`config.mk`:
```
export PLATFORM = sky130hd
export DESIGN_NAME = tile_video_core
export DESIGN_NICKNAME = d
export VERILOG_FILES = /design/src/rtl/tile_video_core.sv
export SDC_FILE = /design/constraint.sdc
export NUM_CORES = 1
export LEC_CHECK = 0
export ABC_AREA = 1
export BUFFER_PORTS_ARGS = -buffer_cell sky130_fd_sc_hd__buf_2
export CAP_MARGIN = 20
export CORE_UTILIZATION = 57
export CTS_CLUSTER_DIAMETER = 150
export DETAILED_ROUTE_END_ITERATION = 8
export PLACE_DENSITY = 0.87
export SLEW_MARGIN = 25
export SYNTH_ARGS = -nofsm -noshare
export SYNTH_HDL_FRONTEND = slang
export SYNTH_SLANG_ARGS = --single-unit
```
`constraint.sdc`:
```
create_clock -name CLK100MHz -period 3.7 [get_ports CLK100MHz]
set_clock_uncertainty 0.2 [all_clocks]
set_input_delay 0.37 -clock CLK100MHz [delete_from_list [all_inputs] [get_ports CLK100MHz]]
set_output_delay 0.37 -clock CLK100MHz [all_outputs]
set_load 0.01 [all_outputs]
```
`src/rtl/tile_video_core.sv`:
```
// tile_video_core: tile-mode VGA core with scrolling, attribute/tile/palette fetch and raster IRQ
module tile_video_core #(
  parameter int PIX_DIV  = 4,
  parameter int H_ACTIVE = 640,
  parameter int H_FP     = 16,
  parameter int H_SYNC   = 96,
  parameter int H_BP     = 48,
  parameter int V_ACTIVE = 480,
  parameter int V_FP     = 10,
  parameter int V_SYNC   = 2,
  parameter int V_BP     = 33,
  parameter int CH_BITS  = 3,
  parameter int MAP_LOG2 = 6
) (
  input  logic                    CLK100MHz,
  input  logic                    rst,
  input  logic [MAP_LOG2+2:0]     scroll_x,
  input  logic [MAP_LOG2+2:0]     scroll_y,
  input  logic [9:0]              irq_line,
  input  logic                    irq_enable,
  input  logic                    irq_ack,
  output logic                    attr_re,
  output logic [2*MAP_LOG2-1:0]   attr_addr,
  input  logic [15:0]             attr_data,
  output logic                    tile_re,
  output logic [10:0]             tile_addr,
  input  logic [7:0]              tile_data,
  output logic                    pal_re,
  output logic [3:0]              pal_addr,
  input  logic [3*CH_BITS-1:0]    pal_data,
  output logic                    vga_hs,
  output logic                    vga_vs,
  output logic [CH_BITS-1:0]      vga_r,
  output logic [CH_BITS-1:0]      vga_g,
  output logic [CH_BITS-1:0]      vga_b,
  output logic                    irq,
  output logic                    frame_start
);
  localparam int H_TOTAL = H_ACTIVE + H_FP + H_SYNC + H_BP;
  localparam int V_TOTAL = V_ACTIVE + V_FP + V_SYNC + V_BP;
  localparam int PW = $clog2(PIX_DIV);
  localparam int HW = $clog2(H_TOTAL);
  localparam int VW = $clog2(V_TOTAL);
  localparam int XW = MAP_LOG2 + 3;
  localparam logic [PW-1:0] P_LAST = PW'(PIX_DIV - 1);
  localparam logic [HW-1:0] H_LAST = HW'(H_TOTAL - 1);
  localparam logic [HW-1:0] H_ACT  = HW'(H_ACTIVE);
  localparam logic [HW-1:0] H_SS   = HW'(H_ACTIVE + H_FP);
  localparam logic [HW-1:0] H_SE   = HW'(H_ACTIVE + H_FP + H_SYNC);
  localparam logic [VW-1:0] V_LAST = VW'(V_TOTAL - 1);
  localparam logic [VW-1:0] V_ACT  = VW'(V_ACTIVE);
  localparam logic [VW-1:0] V_SS   = VW'(V_ACTIVE + V_FP);
  localparam logic [VW-1:0] V_SE   = VW'(V_ACTIVE + V_FP + V_SYNC);
  logic [PW-1:0]          phase;
  logic [HW-1:0]          h;
  logic [VW-1:0]          v;
  logic [XW-1:0]          sx, sy, xe, ye;
  logic [3:0]             fg, bg;
  logic [3*CH_BITS-1:0]   pix;
  logic                   pending, act, p0;
  assign act = h < H_ACT && v < V_ACT;
  assign p0 = phase == '0;
  assign xe = XW'(h) + sx;
  assign ye = XW'(v) + sy;
  // Read ports are combinational from the counters so each memory answers within the same pixel period
  assign attr_re = !rst && act && p0;
  assign tile_re = !rst && act && phase == PW'(1);
  assign pal_re = !rst && act && phase == PW'(2);
  assign attr_addr = attr_re ? {ye[XW-1:3], xe[XW-1:3]} : '0;
  assign tile_addr = tile_re ? {attr_data[7:0], ye[2:0]} : '0;
  assign pal_addr = pal_re ? (tile_data[~xe[2:0]] ? fg : bg) : '0;
  assign frame_start = !rst && p0 && h == '0 && v == '0;
  assign irq = pending && irq_enable;
  always_ff @(posedge CLK100MHz) begin
    if (rst) begin
      phase <= '0;
      h <= '0;
      v <= '0;
      sx <= '0;
      sy <= '0;
      fg <= '0;
      bg <= '0;
      pix <= '0;
      pending <= 1'b0;
      vga_hs <= 1'b1;
      vga_vs <= 1'b1;
      {vga_b, vga_g, vga_r} <= '0;
    end else begin
      phase <= phase == P_LAST ? '0 : phase + PW'(1);
      // Pins take the pixel fetched during this period, so colour and syncs share one period of delay
      if (phase == P_LAST) begin
        h <= h == H_LAST ? '0 : h + HW'(1);
        if (h == H_LAST) v <= v == V_LAST ? '0 : v + VW'(1);
        vga_hs <= !(h >= H_SS && h < H_SE);
        vga_vs <= !(v >= V_SS && v < V_SE);
        {vga_b, vga_g, vga_r} <= act ? (phase == PW'(3) ? pal_data : pix) : '0;
      end
      if (phase == PW'(1)) {bg, fg} <= attr_data[15:8];
      if (phase == PW'(3)) pix <= pal_data;
      if (p0 && h == '0 && v == V_ACT) begin
        sx <= scroll_x;
        sy <= scroll_y;
      end
      if (p0 && h == H_ACT && 32'(v) == 32'(irq_line)) pending <= 1'b1;
      else if (irq_ack) pending <= 1'b0;
    end
  end
endmodule

```
==> metrics.csv, run 1 <==
stage,metric,value,unit
outcome,status,"finished, final reports clean",
clocking,CTS tree,done,
power,logic gate share of total power,12.6,%
clocking,CTS Hold Bufs,0,
clocking,worst-skew pair later-pin latency,0.34,ns
critical_path,Critical R2R Launch,phase[0]$_SDFF_PP0_,
clocking,htree depth,3,
routing,DRT Pass-1 Iters,5,
critical_path,Crit path largest cell delay,0.53,ns
layout,post-layout util,71.5,%
layout,layout cells sized above 1,18.6,%
clocking,Worst-path clk slew,0.07,ns
flow_run,max-cap violations,0,
timing,Max Fclk,337,MHz
die,Initial Utilization,60.5,%
synthesis,Post-Synthesis Cells,614,
die,standard-cell rows,29,
die,die height,85.0,um
timing,measured slew at the worst slew-check pin,0.722,ns
routing,Routed WL per cell,12.2,um
die,I/O pin count,108,
layout,FILL cells,549,
power,Peak VDD IR,0.000238,V
layout,Storage cell area,1200,sq um
synthesis,yosys warns,0,
clocking,Max clock buf depth,2,
critical_path,WS Path Type,register to primary output,
critical_path,Startpoint Class,register,
placed_design,IO buf count,107,
critical_path,"critical path, cell by cell",ha_1 -> inv_1 -> fa_1 -> inv_1 -> nand3_1 -> nand3_1 -> and2_1 -> nor2_1 -> nor2_1 -> buf_2,
hold_path,hold depth,3,
hold_path,hold worst-path end,vga_r[0]$_SDFFE_PP0P_,
routing,post-route DRC violation count,0,
clocking,Resize count post-CTS,0,
clocking,CTS buffer count,9,
synthesis,Syn Nets,705,
power,total power divided by cell area,294,nW/um^2
critical_path,FF-to-FF setup slack,1.19,ns
critical_path,"Data required, critical path",3.13,ns
timing,crit share post-route,80.3,%
synthesis,sequential share of the synthesized area,30.6,%
routing,vias per inst,5.15,
global_route,grt ovf,0,
critical_path,WP depth,10,
layout,area of the multi-input gates,2280,sq um
critical_path,CP max FO,5,
critical_path,Worst R2R End,v[9]$_SDFFE_PP0P_,
power,Seq pwr share,49.5,%
critical_path,worst reg2reg path depth,7,
placed_design,Placed Instances,785,
timing,final setup vio count,0,
placed_design,GPL Wtd Cong,1.03,
synthesis,Post-Syn Area,3930,sq um
power,Clock power frac,38.0,%
global_route,first-pass GRT wire length,16200,um
synthesis,Syn Area/Cell,6.40,sq um
placed_design,DP HPWL,7430,um
timing,Rel. slew slack,51.7,%
synthesis,post-synth cell types,38,
layout,most frequent cells in the layout,"148 x nand2_1, 128 x nor2_1, 107 x buf_2, 90 x inv_1, 60 x dfxtp_1",
clocking,setup bufs post-CTS,0,
global_route,GRT Overall Usage,28.2,%
timing,pins over their slew limit,0,
global_route,vias in the first global route,3831,
layout,Non-Filler Instances,801,
timing,final setup TNS,0,ns
timing,fin crit period,2.97,ns
routing,via count,4125,
die,Die X,85.0,um
layout,area grow syn2layout,18.3,%
die,die area,7230,sq um
critical_path,critical path arrival,2.40,ns
hold_path,HP Start,pal_data[0],
critical_path,crit-path leading delay family,adder cells,
critical_path,crit path buf inv count,3,
layout,"commonest non-fill, non-tap cell in the layout",nand2_1,
synthesis,number of synthesized flops with an enable pin,0,
routing,Total Wirelength,9810,um
clocking,clk sinks,60,
synthesis,"Top FF cell, synth",dfxtp_1,
layout,NumNets Final,810,
synthesis,Async SR Flop Fraction,0,%
global_route,largest net degree at the start of global routing,37,
routing,ANT nets after route,0,
critical_path,kind of end point of the critical path,primary output,
routing,DRT iter0 DRCs,217,
timing,Final Hold Fails,0,
global_route,antenna violations before repair,0,
layout,antenna cells,0,
die,core area,6490,sq um
power,P_leak,0.00253,uW
power,sw frac,27.4,%
power,sw power,375,uW
clocking,clk root buf,clkbuf_8,
power,internal power,992,uW
timing,RSZ-0062 raised after global routing,no,
critical_path,slowest CP cell,fa_1,
hold_path,Hold Crit Class,input pin to register,
synthesis,"FF+latch count, synth",60,
==> synthesized netlist by cell type (3+ instances only) <==
cell type | count | area, sq um
nor2_1 | 128 | 480
nand4_1 | 7 | 43.8
xnor2_1 | 4 | 35.0
a21oi_1 | 20 | 100
xor2_1 | 16 | 140
nor3_1 | 11 | 55.1
nand3_1 | 41 | 205
inv_1 | 90 | 338
nand2_1 | 148 | 556
o21ai_0 | 15 | 75.1
buf_2 | 6 | 30.0
clkbuf_1 | 3 | 11.3
o211ai_1 | 3 | 22.5
dfxtp_1 | 60 | 1200
nand3b_1 | 7 | 52.6
ha_1 | 24 | 300
buf_6 | 4 | 45.0
==> logic make-up after synthesis <==
family / after synthesis / share of synthesized area [%]
AO/OA/AOI/OAI: 45 / 6.40
XOR/XNOR: 20 / 4.46
adder cells (fa/ha/maj): 26 / 8.67
buffers and inverters: 108 / 11.4
flip-flops: 60 / 30.6
AND/OR/NAND/NOR: 355 / 38.5
==> metal layers <==
metal | track usage [%] | up-vias | part of all wire, %
met2 | 49.9 | 188 | 46
met3 | 4.09 | 31 | 6.9
met5 | 0 | - | 0
met1 | 33.0 | 1785 | 43
li1 | - | 2121 | -
met4 | 14.8 | 0 | 3.3
==> flip-flops by register name (all words and copies together) (netlist names) <==
register  cells
vga_r         3
v            10
sx            9
vga_g         3
sy            9
phase         2
vga_b         3
h            10
vga_hs        1
pending       1
vga_vs        1
fg            4
bg            4
==> power groups by stage <==
stage | registers [uW] | logic, uW | clock network, uW
finish | 676 | 172 | 519
global route | 678 | 193 | 549
CTS | 676 | 172 | 519
detailed placement | 690 | 171 | 0
global placement | 690 | 166 | 0
floorplan | 689 | 99.2 | 0
==> worst reg2reg max path, stage by stage (launching register included) <==
cell	delay, ns
dfxtp_1	0.39
ha_1	0.54
nand3_1	0.56
nor2_2	0.41
nand3_1	0.15
nand2_1	0.09
inv_1	0.04
nor2_1	0.08
==> how the worst max path moves through the flow <==
stage                                  from           end  slack (ns)
after global routing      h[0]$_SDFFE_PP0P_   pal_addr[0]        0.54
after floorplan           h[0]$_SDFFE_PP0P_   pal_addr[0]        1.43
after CTS                 h[0]$_SDFFE_PP0P_   pal_addr[0]        0.75
final                     h[0]$_SDFFE_PP0P_   pal_addr[0]        0.73
after detailed placement  h[0]$_SDFFE_PP0P_   pal_addr[0]        1.12
after global placement    v[0]$_SDFFE_PP0P_  attr_addr[9]        1.25
==> metrics by stage <==
stage	setup slack (ns)	instance area [sq um]	power [uW]	hold WS (ns)
finish	0.730	4650	1370	0.0408
global route	0.537	4650	1420	0.0504
CTS	0.747	4650	1370	0.0371
detailed placement	1.12	4480	861	0.239
global placement	1.25	4480	856	0.235
floorplan	1.43	3930	789	0.233
==> cell type report <==
type / count / area share [%]
multi-input combinational: 446 / 49.1
sequential: 60 / 25.9
timing repair buffer: 109 / 11.9
inverter: 93 / 7.51
clock buffer: 11 / 3.04
tap: 77 / 2.07
clock inverter: 5 / 0.593
(Power assumes the default switching activity.)
==> run 2, diff against run 1 <==
- CORE_UTILIZATION: 57 -> 48
- PLACE_DENSITY: 0.87 -> 0.78
- clock period: 3.7 -> 2.45 ns (I/O delays scaled with it)
==> metrics.csv, run 2 (synthesis results as in run 1) <==
stage,metric,value,unit
die,die height,92.5,um
routing,ANT nets after route,0,
clocking,clk root buf,clkbuf_8,
critical_path,Startpoint Class,register,
routing,vias per inst,4.98,
timing,final setup vio count,6,
die,core area,7810,sq um
critical_path,WS Path Type,register to primary output,
layout,antenna cells,0,
routing,DRT Pass-1 Iters,5,
timing,fin crit period,2.65,ns
global_route,first-pass GRT wire length,18600,um
global_route,GRT Overall Usage,27.5,%
timing,Max Fclk,378,MHz
clocking,Worst-path clk slew,0.07,ns
layout,Non-Filler Instances,881,
global_route,largest net degree at the start of global routing,37,
global_route,grt ovf,0,
layout,Final Cell Area,5500,sq um
placed_design,Placement Cell Area,4580,sq um
timing,measured slew at the worst slew-check pin,0.709,ns
timing,Final Hold Fails,0,
timing,RSZ-0062 raised after global routing,yes,
routing,Routed WL per cell,13.4,um
die,Initial Utilization,50.3,%
layout,NumNets Final,865,
clocking,htree depth,3,
die,I/O pin count,108,
routing,Total Wirelength,11800,um
layout,FILL cells,615,
placed_design,GPL Wtd Cong,0.936,
timing,Rel. slew slack,52.6,%
outcome,failing checks,negative setup slack,
global_route,antenna violations before repair,0,
global_route,vias in the first global route,4300,
clocking,Max clock buf depth,2,
layout,"commonest non-fill, non-tap cell in the layout",nand2_1,
power,P_leak,0.00286,uW
flow_run,max-cap violations,0,
critical_path,"Data required, critical path",2.01,ns
routing,DRT iter0 DRCs,211,
routing,via count,4390,
clocking,CTS tree,done,
clocking,CTS buffer count,9,
placed_design,DP HPWL,7640,um
die,Die X,92.5,um
layout,Regs by FF count,"h x10, v x10",
die,die area,8550,sq um
timing,hold_ws,0.0858,ns
clocking,worst-skew pair later-pin latency,0.35,ns
outcome,status,"complete, but fails checks",
timing,crit share post-route,108,%
hold_path,Hold Crit Class,input pin to register,
placed_design,IO buf count,107,
power,Peak VDD IR,0.000340,V
critical_path,critical path arrival,2.20,ns
layout,layout cells sized above 1,27.6,%
critical_path,CP max FO,5,
layout,area grow syn2layout,40.0,%
routing,post-route DRC violation count,0,
timing,post-route setup slack,-0.199,ns
timing,final setup TNS,-0.868,ns
layout,most frequent cells in the layout,"141 x nand2_1, 122 x nor2_1, 107 x buf_2, 83 x inv_1, 48 x dfxtp_1",
power,total power divided by cell area,442,nW/um^2
critical_path,kind of end point of the critical path,primary output,
die,standard-cell rows,32,
placed_design,Placed Instances,820,
clocking,clk sinks,60,
timing,pins over their slew limit,0,
==> run 2: cell count changes in the layout (fill, tap and decap cells not counted), moves of 4 or more <==
cell	delta
nand3_2	+9
dfxtp_2	+11
nand2_2	+6
nand3_1	-9
inv_2	+7
ha_4	+5
dlygate4sd3_1	+36
nand2_1	-7
nor2_1	-6
ha_1	-7
dfxtp_1	-12
buf_4	+19
inv_1	-7
nor2_2	+4
==> run 2: final timing paths <==
kind / startpoint / to / slack [ns] / depth (start not counted)
setup / recovery: sx[0]$_SDFFE_PP0P_ / pal_addr[2] / -0.20 / 10
hold reg to reg: vga_b[0]$_SDFFE_PP0P_ / vga_b[0]$_SDFFE_PP0P_ / 0.26 / 2
hold / removal: irq_line[6] / pending$_SDFFE_PP0P_ / 0.09 / 6
setup reg to reg: phase[0]$_SDFF_PP0_ / vga_vs$_SDFFE_PP1P_ / 0.27 / 5
==> run 2: area by class of cell <==
class,instances,area [sq um],share of cell area [%]
Timing Repair Buffer,164,1050,19.2
Tap cell,102,128,2.32
Clock inverter,3,67.6,1.23
Clock buffer,13,169,3.07
Multi-Input combinational cell,446,2510,45.7
Inverter,93,350,6.37
Sequential cell,60,1220,22.2
==> run 2: power breakdown <==
group	switching (uW)	internal, uW	leakage, uW
combinational	180	163	0.00225
clock	408	657	0.000116
sequential	18.0	1000	0.000492
total	606	1820	0.00286
==> run 2: worst max-delay path, cell delays in order, from the launching register on <==
cell and delay [ns]:
dfxtp_2 0.35, ha_4 0.14, inv_2 0.03, fa_2 0.55
inv_2 0.06, nand3_2 0.05, nand3b_1 0.17, and2_4 0.22
nor2_4 0.10, nor2_1 0.04, buf_2 0.13
==> run 2: routing by layer <==
layer | vias to the layer above | wire length, um | GRT usage (%)
met5 | - | 0 | 0
met4 | 0 | 395 | 13.7
met3 | 33 | 764 | 4.60
met2 | 169 | 5970 | 50.0
met1 | 1967 | 4670 | 30.8
li1 | 2221 | - | -
==> run 2: timing repair <==
action / CTS / global route
hold buffers: 36 / 0
endpoints found under the hold margin: 36 / 0
setup endpoints to repair: 13 / 19
resized for setup: 29 / 43
pin swaps: 14 / 22
setup buffers: 4 / 5
==> run 2: metrics by stage <==
step                      setup WS [ns]  util (%)  power (uW)
final                            -0.199      70.4        2430
after global routing             -0.274      70.4        2520
after CTS                        -0.231      68.1        2430
after floorplan                   0.300         -        1190
after global placement            0.122      58.7        1300
after detailed placement         0.0326      58.7        1310
==> run 3, diff against run 2 <==
- ABC_AREA: 1 -> not set
- CORE_UTILIZATION: 48 -> 47
==> metrics.csv, run 3 <==
stage,metric,value,unit
critical_path,critical path arrival,2.47,ns
layout,Regs by FF count,"h x10, v x10",
power,sw power,588,uW
synthesis,Area contributors post-synth,"dfxtp_1 34%, mux2i_1 8.8%, ha_1 8.5%, nor2_1 7.9%, xor2_1 6.4%",
layout,antenna cells,0,
synthesis,number of synthesized flops with an enable pin,0,
clocking,worst-skew pair later-pin latency,0.36,ns
power,logic gate share of total power,14.3,%
global_route,antenna violations before repair,0,
power,P_leak,0.00230,uW
outcome,status,"complete, but fails checks",
synthesis,"FF+latch count, synth",60,
global_route,grt ovf,0,
synthesis,post-synth cell types,43,
die,Initial Utilization,48.7,%
critical_path,"Data required, critical path",2.01,ns
timing,fin crit period,2.92,ns
placed_design,IO buf count,107,
die,die area,7870,sq um
power,Final Power,2220,uW
clocking,CTS tree,done,
timing,final setup vio count,14,
die,core area,7250,sq um
critical_path,Startpoint Class,register,
hold_path,Hold Crit Class,input pin to register,
synthesis,Syn Area/Cell,8.75,sq um
synthesis,cell taking the most area after synthesis,dfxtp_1,
timing,measured slew at the worst slew-check pin,0.662,ns
timing,RSZ-0062 raised after global routing,yes,
timing,crit share post-route,119,%
layout,NumNets Final,659,
timing,Rel. slew slack,55.7,%
placed_design,Placement Cell Area,4260,sq um
power,sw frac,26.5,%
die,die height,88.7,um
placed_design,GPL Wtd Cong,0.884,
global_route,vias in the first global route,3445,
critical_path,WS Path Type,register to primary output,
synthesis,commonest cells in the netlist,"74 x nor2_1, 60 x dfxtp_1, 31 x mux2i_1, 26 x xor2_1, 24 x ha_1",
routing,Total Wirelength,10900,um
power,Clock power frac,40.1,%
synthesis,most numerous cell in the Yosys netlist,nor2_1,
synthesis,sequential share of the synthesized area,34.0,%
layout,"commonest non-fill, non-tap cell in the layout",buf_2,
synthesis,post-synth top area share,34.0,%
placed_design,DP HPWL,6650,um
layout,area grow syn2layout,46.1,%
critical_path,kind of end point of the critical path,primary output,
critical_path,CP max FO,4,
routing,Routed WL per cell,16.3,um
synthesis,Post-Synthesis Cells,404,
die,I/O pin count,108,
power,total power divided by cell area,430,nW/um^2
routing,post-route DRC violation count,0,
timing,pins over their slew limit,0,
synthesis,yosys warns,0,
routing,vias per inst,5.48,
flow_run,max-cap violations,0,
routing,ANT nets after route,0,
timing,Max Fclk,343,MHz
timing,post-route setup slack,-0.469,ns
clocking,clk sinks,60,
layout,layout cells sized above 1,35.8,%
global_route,first-pass GRT wire length,15800,um
die,standard-cell rows,31,
clocking,clk root buf,clkbuf_8,
global_route,GRT Overall Usage,26.7,%
timing,Final Hold Fails,0,
die,Die X,88.7,um
clocking,CTS buffer count,9,
timing,final setup TNS,-2.35,ns
timing,hold_ws,0.00456,ns
layout,Final Cell Area,5160,sq um
clocking,Max clock buf depth,2,
global_route,largest net degree at the start of global routing,38,
routing,DRT Pass-1 Iters,5,
power,internal power,1630,uW
layout,most frequent cells in the layout,"107 x buf_2, 72 x nor2_1, 51 x dfxtp_1, 35 x dlygate4sd3_1, 29 x mux2i_1",
synthesis,Syn Nets,495,
power,Seq pwr share,45.6,%
routing,DRT iter0 DRCs,284,
synthesis,Post-Syn Area,3530,sq um
routing,via count,3685,
outcome,failing checks,negative setup slack,
power,Peak VDD IR,0.000250,V
synthesis,Async SR Flop Fraction,0,%
clocking,Worst-path clk slew,0.07,ns
clocking,htree depth,3,
synthesis,"Top FF cell, synth",dfxtp_1,
## run 3: cell types whose count changed in the layout (fill, tap and decap cells not counted), moves of 21 or more
| cell | previous run | this run |
|---|---|---|
| inv_1 | 83 | 15 |
| mux2i_1 | 0 | 29 |
| nand2_1 | 141 | 17 |
| nand3_1 | 32 | 11 |
| nor2_1 | 122 | 72 |
## run 3: final timing paths
path              slack (ns)  depth (start not counted)             startpoint               endpoint
setup reg to reg       -0.04                          9      v[0]$_SDFFE_PP0P_     sy[8]$_SDFFE_PP0P_
setup / recovery       -0.47                          9     sx[0]$_SDFFE_PP0P_            pal_addr[2]
hold reg to reg         0.28                          1  vga_g[1]$_SDFFE_PP0P_  vga_g[1]$_SDFFE_PP0P_
hold / removal         0.005                          3            scroll_y[8]     sy[8]$_SDFFE_PP0P_
## run 3: area by class of cell
type	instances	area, sq um
Clock buffer	10	128
Tap cell	99	124
Fill cell	508	2090
Timing Repair Buffer	173	1170
Multi-Input combinational cell	306	2390
Inverter	18	67.6
Clock inverter	6	65.1
Sequential cell	60	1210
## run 3: cell families (layout without fill, tap and decap cells)
| logic type | after synthesis | in the layout | synth area share [%] |
|---|---|---|---|
| AOI/OAI and AO/OA | 35 | 35 | 7.01 |
| xor gates and xnor gates | 41 | 41 | 10.2 |
| adders and majority gates | 26 | 26 | 9.63 |
| buffers and inverters | 38 | 207 | 5.10 |
| DFF | 60 | 60 | 34.0 |
| muxes | 33 | 33 | 10.1 |
| and+or+nand+nor | 171 | 171 | 24.1 |
## run 3: critical path, stage by stage (launching register included)
cell and delay [ns]:
dfxtp_2 0.35, ha_4 0.14, inv_2 0.03, fa_1 0.51, mux4_2 0.32, mux2i_2 0.18
buf_6 0.15, mux2i_1 0.21, nor2_1 0.08, buf_2 0.15
## run 3: power groups by stage
stage / clock, uW / combinational (uW) / sequential, uW
4_1_cts: 890 / 290 / 1010
3_5_place_dp: 0 / 245 / 1030
5_1_grt: 933 / 343 / 1010
3_3_place_gp: 0 / 238 / 1030
6_report: 890 / 318 / 1010
2_1_floorplan: 0 / 127 / 1030
## run 3: what timing repair did
| item | 4_1_cts | 5_1_grt |
|---|---|---|
| setup endpoints to repair | 12 | 17 |
| hold buffers | 35 | 0 |
| pin swaps | 15 | 12 |
| gates cloned | 0 | 1 |
| buffers inserted | 3 | 6 |
| gates resized for setup | 26 | 33 |
| hold endpoints to repair | 35 | 0 |
## run 3: per-layer routing
metal  vias to the layer above  wire length [um]  GRT usage (%)
li1                       1724                 -              -
met1                      1764              4350           30.4
met2                       155              5530           47.1
met3                        42               629           5.50
met4                         0               433           13.8
met5                         -                 0              0
## run 3: stage by stage
| step | cells | utilization (%) | setup slack [ns] |
|---|---|---|---|
| after floorplan | 404 | - | 0.0210 |
| after global placement | 611 | 58.8 | -0.0293 |
| after detailed placement | 611 | 58.8 | -0.105 |
| after CTS | 665 | 68.1 | -0.463 |
| after global routing | 672 | 71.2 | -0.546 |
| final | 672 | 71.2 | -0.469 |
